`config.mk`:
```
export PLATFORM = sky130hd
export DESIGN_NAME = alu_operand_loader
export DESIGN_NICKNAME = d
export VERILOG_FILES = /design/src/rtl/alu_operand_loader_pkg.sv /design/src/rtl/alu_operand_loader_btn_debounce.sv /design/src/rtl/alu_operand_loader.sv
export SDC_FILE = /design/constraint.sdc
export NUM_CORES = 1
export LEC_CHECK = 0
export CORE_MARGIN = 10
export CORE_UTILIZATION = 40
export DETAILED_ROUTE_END_ITERATION = 16
export PLACE_DENSITY = 0.68
export SYNTH_ARGS = -nofsm -noshare
export SYNTH_HDL_FRONTEND = slang
export SYNTH_SLANG_ARGS = --single-unit
```
`constraint.sdc`:
```
create_clock -name clk -period 2.4 [get_ports clk]
set_clock_uncertainty 0.2 [all_clocks]
set_input_delay 0.24 -clock clk [delete_from_list [all_inputs] [get_ports clk]]
set_output_delay 0.24 -clock clk [all_outputs]
set_load 0.005 [all_outputs]
```
`src/rtl/alu_operand_loader_pkg.sv`:
```
// Shared definitions for the ALU operand loader: FSM states, ALU op codes,
// datapath widths and a byte-lane merge helper.
package alu_operand_loader_pkg;

  localparam int DATA_W   = 32;
  localparam int BYTE_W   = 8;
  localparam int OP_W     = 3;
  localparam int SETTLE_W = 4;

  typedef enum logic [1:0] {
    IDLE    = 2'd0,
    ISSUE   = 2'd1,
    SETTLE  = 2'd2,
    CAPTURE = 2'd3
  } state_t;

  localparam logic [OP_W-1:0] OP_AND = 3'b000;
  localparam logic [OP_W-1:0] OP_OR  = 3'b001;
  localparam logic [OP_W-1:0] OP_XOR = 3'b010;
  localparam logic [OP_W-1:0] OP_NOR = 3'b011;
  localparam logic [OP_W-1:0] OP_ADD = 3'b100;
  localparam logic [OP_W-1:0] OP_SUB = 3'b101;
  localparam logic [OP_W-1:0] OP_SLT = 3'b110;
  localparam logic [OP_W-1:0] OP_SLL = 3'b111;

  // Replace one byte lane of a word, leaving the other lanes untouched.
  function automatic logic [DATA_W-1:0] write_lane(
    input logic [DATA_W-1:0] word,
    input logic [1:0]        lane,
    input logic [BYTE_W-1:0] data
  );
    logic [DATA_W-1:0] r;
    r = word;
    case (lane)
      2'd0:    r[7:0]   = data;
      2'd1:    r[15:8]  = data;
      2'd2:    r[23:16] = data;
      default: r[31:24] = data;
    endcase
    return r;
  endfunction

endpackage

```
`src/rtl/alu_operand_loader_btn_debounce.sv`:
```
// Push-button conditioner: 2-flop synchronizer, stable-count debouncer and a
// one-cycle pulse on each debounced press.
module btn_debounce #(
  parameter int DEBOUNCE_CYCLES = 1_000_000
) (
  input  logic clk,
  input  logic rst_n,
  input  logic btn,
  output logic level,
  output logic press
);

  localparam int CW = (DEBOUNCE_CYCLES > 1) ? $clog2(DEBOUNCE_CYCLES) : 1;
  localparam logic [CW-1:0] LAST = CW'(DEBOUNCE_CYCLES - 1);

  logic [1:0]    sync_q;
  logic [CW-1:0] cnt;

  // The level flips only once the synchronized input has disagreed with it
  // for DEBOUNCE_CYCLES consecutive cycles; any agreement restarts the count.
  always_ff @(posedge clk) begin
    if (!rst_n) begin
      sync_q <= 2'b00;
      level  <= 1'b0;
      cnt    <= '0;
      press  <= 1'b0;
    end else begin
      sync_q <= {sync_q[0], btn};
      press  <= 1'b0;
      if (sync_q[1] != level) begin
        if (cnt == LAST) begin
          level <= sync_q[1];
          cnt   <= '0;
          press <= sync_q[1];
        end else begin
          cnt <= cnt + 1'b1;
        end
      end else begin
        cnt <= '0;
      end
    end
  end

endmodule

```
`src/rtl/alu_operand_loader.sv`:
```
// Switch-driven operand loader: assembles A/B byte by byte, issues an op to
// the external ALU, waits a fixed settle time and captures F and flags.
module alu_operand_loader
  import alu_operand_loader_pkg::*;
#(
  parameter int DEBOUNCE_CYCLES = 1_000_000,
  parameter int SETTLE_CYCLES   = 2
) (
  input  logic              clk,
  input  logic              rst_n,
  input  logic [7:0]        sw,
  input  logic              sel_ab,
  input  logic [1:0]        byte_sel,
  input  logic [OP_W-1:0]   op_sw,
  input  logic [1:0]        led_sel,
  input  logic              btn_load,
  input  logic              btn_go,
  output logic [DATA_W-1:0] alu_a,
  output logic [DATA_W-1:0] alu_b,
  output logic [OP_W-1:0]   alu_op,
  input  logic [DATA_W-1:0] alu_f,
  input  logic              alu_zf,
  input  logic              alu_of,
  output logic [DATA_W-1:0] f_reg,
  output logic              zf_reg,
  output logic              of_reg,
  output logic [7:0]        led,
  output logic              busy,
  output state_t            dbg_state
);

  localparam logic [SETTLE_W-1:0] SETTLE_LOAD = SETTLE_W'(SETTLE_CYCLES - 1);

  state_t              state;
  logic [SETTLE_W-1:0] settle_cnt;
  logic                load_level, load_pulse;
  logic                go_level, go_pulse;

  btn_debounce #(.DEBOUNCE_CYCLES(DEBOUNCE_CYCLES)) u_load_db (
    .clk   (clk),
    .rst_n (rst_n),
    .btn   (btn_load),
    .level (load_level),
    .press (load_pulse)
  );

  btn_debounce #(.DEBOUNCE_CYCLES(DEBOUNCE_CYCLES)) u_go_db (
    .clk   (clk),
    .rst_n (rst_n),
    .btn   (btn_go),
    .level (go_level),
    .press (go_pulse)
  );

  // Pulses arriving outside IDLE are simply ignored, so operands stay frozen
  // for the whole operation. A load pulse wins over a coincident go pulse.
  always_ff @(posedge clk) begin
    if (!rst_n) begin
      state      <= IDLE;
      settle_cnt <= '0;
      alu_a      <= '0;
      alu_b      <= '0;
      alu_op     <= '0;
      f_reg      <= '0;
      zf_reg     <= 1'b0;
      of_reg     <= 1'b0;
    end else begin
      case (state)
        IDLE: begin
          if (load_pulse) begin
            if (sel_ab) alu_b <= write_lane(alu_b, byte_sel, sw);
            else        alu_a <= write_lane(alu_a, byte_sel, sw);
          end else if (go_pulse) begin
            alu_op <= op_sw;
            state  <= ISSUE;
          end
        end
        ISSUE: begin
          settle_cnt <= SETTLE_LOAD;
          state      <= SETTLE;
        end
        SETTLE: begin
          if (settle_cnt == '0) state <= CAPTURE;
          else                  settle_cnt <= settle_cnt - 1'b1;
        end
        CAPTURE: begin
          f_reg  <= alu_f;
          zf_reg <= alu_zf;
          of_reg <= alu_of;
          state  <= IDLE;
        end
        default: state <= IDLE;
      endcase
    end
  end

  always_comb begin
    led = f_reg[7:0];
    case (led_sel)
      2'd0:    led = f_reg[7:0];
      2'd1:    led = f_reg[15:8];
      2'd2:    led = f_reg[23:16];
      default: led = f_reg[31:24];
    endcase
  end

  assign busy      = (state != IDLE);
  assign dbg_state = state;

endmodule
```
==> metrics.md <==
| Metric | Value |
|---|---|
| H-tree depth | `4` |
| Sequential share of the synthesized area | `roughly half` |
| ANT cells | `0` |
| Critical Path RT | `about 2 ns` |
| Post-Layout Cell Count | `1032` |
| Buffers on Ports | `~170` |
| CP Capture Type | `output port` |
| Clock root cell | `clkbuf_16` |
| Io pins | `approximately 170` |
| Number of buffers created by CTS | `17` |
| R2R depth | `5` |
| Synth Area in XOR/XNOR | `around 3.4%` |
| Worst vdd ir | `458 uV` |
| Gr ovfl total | `0` |
| Max Fclk | `between 400 and 500 MHz` |
| FP Rows | `45` |
| Post-Place Cells | `1000` |
| Worst-path fanout max | `8` |
| Status | `finished clean` |
| Crit Reg-Reg Startpoint | `u_load_db.cnt[12]` |
| Setup TNS | `0 ns` |
| Seq cells post-synth | `155` |
| Power Dens Cells | `658 nW/um^2` |
| Die width | `145 um` |
| Bufs on Longest Clock Path | `2` |
| Tcrit/Tclk final | `a little over nine tenths` |
| Final #Nets | `approximately 870` |
| Largest net degree at the start of global routing | `91` |
| DR vias/cell | `4.99` |
| CTS Hold Bufs | `0` |
| Synth warnings | `0` |
| RSZ-0062 raised after global routing | `no` |
| Synth Area in Adders | `roughly 1.8%` |
| Max-cap violation count | `0` |
| Max-slew violations | `0` |
| Largest family of logic cells by synthesized area | `multiplexers` |
| Number of distinct library cells after synthesis | `40` |
| R2R Path End | `u_load_db.cnt[11]` |
| Mux cell area share after synthesis | `about a fifth` |
| Period minus WS final | `about 2.3 ns` |
| Total routed wirelength | `~17 mm` |
| Clk pin slew, worst setup/hold paths | `0.06 ns` |
| Top_reg_cell synth | `dfxtp_1` |
| Synth-to-layout area growth | `41.9%` |
| Antenna violations before repair | `0` |
| Hold EP | `u_load_db.sync_q[0]` |
| DP HPWL | `12.5 mm` |
| Final hold violations | `0` |
| Min-Delay Path Class | `in2reg` |
| Die Span Y | `between 100 and 150 um` |
| Hold Path Stages | `2` |
| Fill count | `1307` |
| CP Data Arrival Time | `1.88 ns` |
| CTS resizes | `0` |
| WS Path Type | `in2out` |
| Final Setup Violations | `0` |
| Skew-Pair Late Insertion Delay | `0.42 ns` |
| Synth Instances | `roughly 640` |
| Number of iterations in the first detailed-routing pass | `4` |
| Leak pwr | `between 3 and 4 nW` |
| DRT iter0 DRCs | `240` |
| Gpl congestion | `0.798` |
| Synth Area in Simple Gates | `a little under a fifth` |
| Syn nets | `~700` |
| Post-CTS setup buffer count | `0` |
| Vias in the first global route | `between 5000 and 6000` |
| Reg2Reg Setup Slack | `between 0.1 and 0.15 ns` |
| Drt drc | `0` |
| CTS tree | `done` |
| Hold_sp | `btn_load` |
| Vias | `between 5000 and 6000` |
| Post-synth EDFFs | `0` |
| Global-route wire length before repair | `27.9 mm` |
| Startpoint types | `primary input` |
| Avg Cell Area, Syn | `9.82 sq um` |
| WL/cell | `roughly 16 um` |
| Slew headroom | `around 69%` |
| Cell area after synthesis | `between 6000 and 7000 sq um` |
| Overall routing resource usage | `15.9%` |
| Share of post-route cells with drive strength above 1 | `under 10%` |
| Clk sinks | `between 150 and 200` |
| Post-route ant nets | `0` |
| Die Area | `between 20000 and 25000 sq um` |
| Worst-margin pin slew | `around 0.46 ns` |
| Core Area | `between 15000 and 20000 sq um` |
| Initial core utilization | `around two fifths` |
| Compound-cell area share of the yosys netlist | `3.95%` |
| Asr flop ratio synth | `0%` |
## through the flow
step | cell area, sq um | setup slack (ns) | utilization [%] | total power, mW | hold WS [ns]
2_1_floorplan | 6270 | 0.204 | - | 2.85 | 0.167
3_3_place_gp | 8260 | 0.0797 | 54.1 | 3.05 | 0.222
3_5_place_dp | 8260 | 0.0845 | 54.1 | 3.07 | 0.219
4_1_cts | 8900 | 0.0262 | 58.3 | 5.91 | 0.194
5_1_grt | 8900 | 0.00523 | 58.3 | 6.08 | 0.222
6_report | 8900 | 0.0850 | 58.3 | 5.85 | 0.209
## logic make-up (layout without fill, tap and decap cells)
group	Yosys count	count (layout)
buffers and inverters	51	233
AND/OR/NAND/NOR	248	248
AO/OA/AOI/OAI	41	41
XOR/XNOR	24	24
adder cells (fa/ha/maj)	9	9
flip-flops	155	155
multiplexers	111	111
## power breakdown
part           internal [mW]  switching, mW
registers               2.60         0.0203
logic                  0.202          0.192
clock network           1.78           1.07
## worst max path at each step
stage,endpoint,start,slack (ns),depth (start not counted)
finish,led[0],led_sel[1],0.08,4
global route,led[7],led_sel[0],0.005,3
CTS,busy,dbg_state[0],0.03,5
detailed placement,alu_a[5],sel_ab,0.08,5
global placement,led[7],led_sel[0],0.08,3
floorplan,alu_a[7],dbg_state[0],0.20,7
## placed cells by master (no fill, tap or decap), types with 9 or more instances in the layout
cell             synthesis  routed
nand3_1                 23      23
nand2_1                 20      20
nor2_1                 140     140
xnor2_1                 13      13
o21ai_0                  9       9
buf_4                    2      17
clkdlybuf4s50_1          0     165
or4_1                   14      14
a21oi_1                 19      19
xor2_1                  11      11
o31ai_1                  9       9
dfxtp_1                155     153
clkbuf_16                0      17
inv_1                   13      13
mux2i_1                103     103
## per-layer routing
layer	GRT usage, %	vias to the layer above	share of wire [%]
met5	0	-	0
met4	5.36	0	1.4
met3	5.77	19	7.3
met2	26.3	146	48
met1	18.7	2448	44
li1	-	2535	-
## critical path: stages
cell             delay [ns]
clkdlybuf4s50_1        0.50
buf_12                 0.15
mux4_2                 0.50
clkdlybuf4s50_1        0.48
## final cells by class
type / count / area [sq um] / share of cell area, %
flip-flops and latches: 155 / 3110 / 34.9
multi-input cells: 433 / 2960 / 33.3
repair buffers: 187 / 1880 / 21.1
clock buffers: 19 / 443 / 4.98
well taps: 211 / 264 / 2.97
clock inverters: 13 / 191 / 2.15
inverters: 14 / 52.6 / 0.591
## cell usage after synthesis (all sizes together) (9+ instances only)
cell type,n,share of area (%)
o21ai,9,0.72
ha,9,1.8
inv,14,0.84
dfxtp,155,49
xnor2,13,1.8
nand2,20,1.2
or4,14,1.7
nand3,23,1.8
clkbuf,31,1.9
a21oi,19,1.5
xor2,11,1.5
o31ai,9,1.1
mux2i,103,16
nor2,140,8.4
No activity file was read; power rests on OpenSTA's default activity.
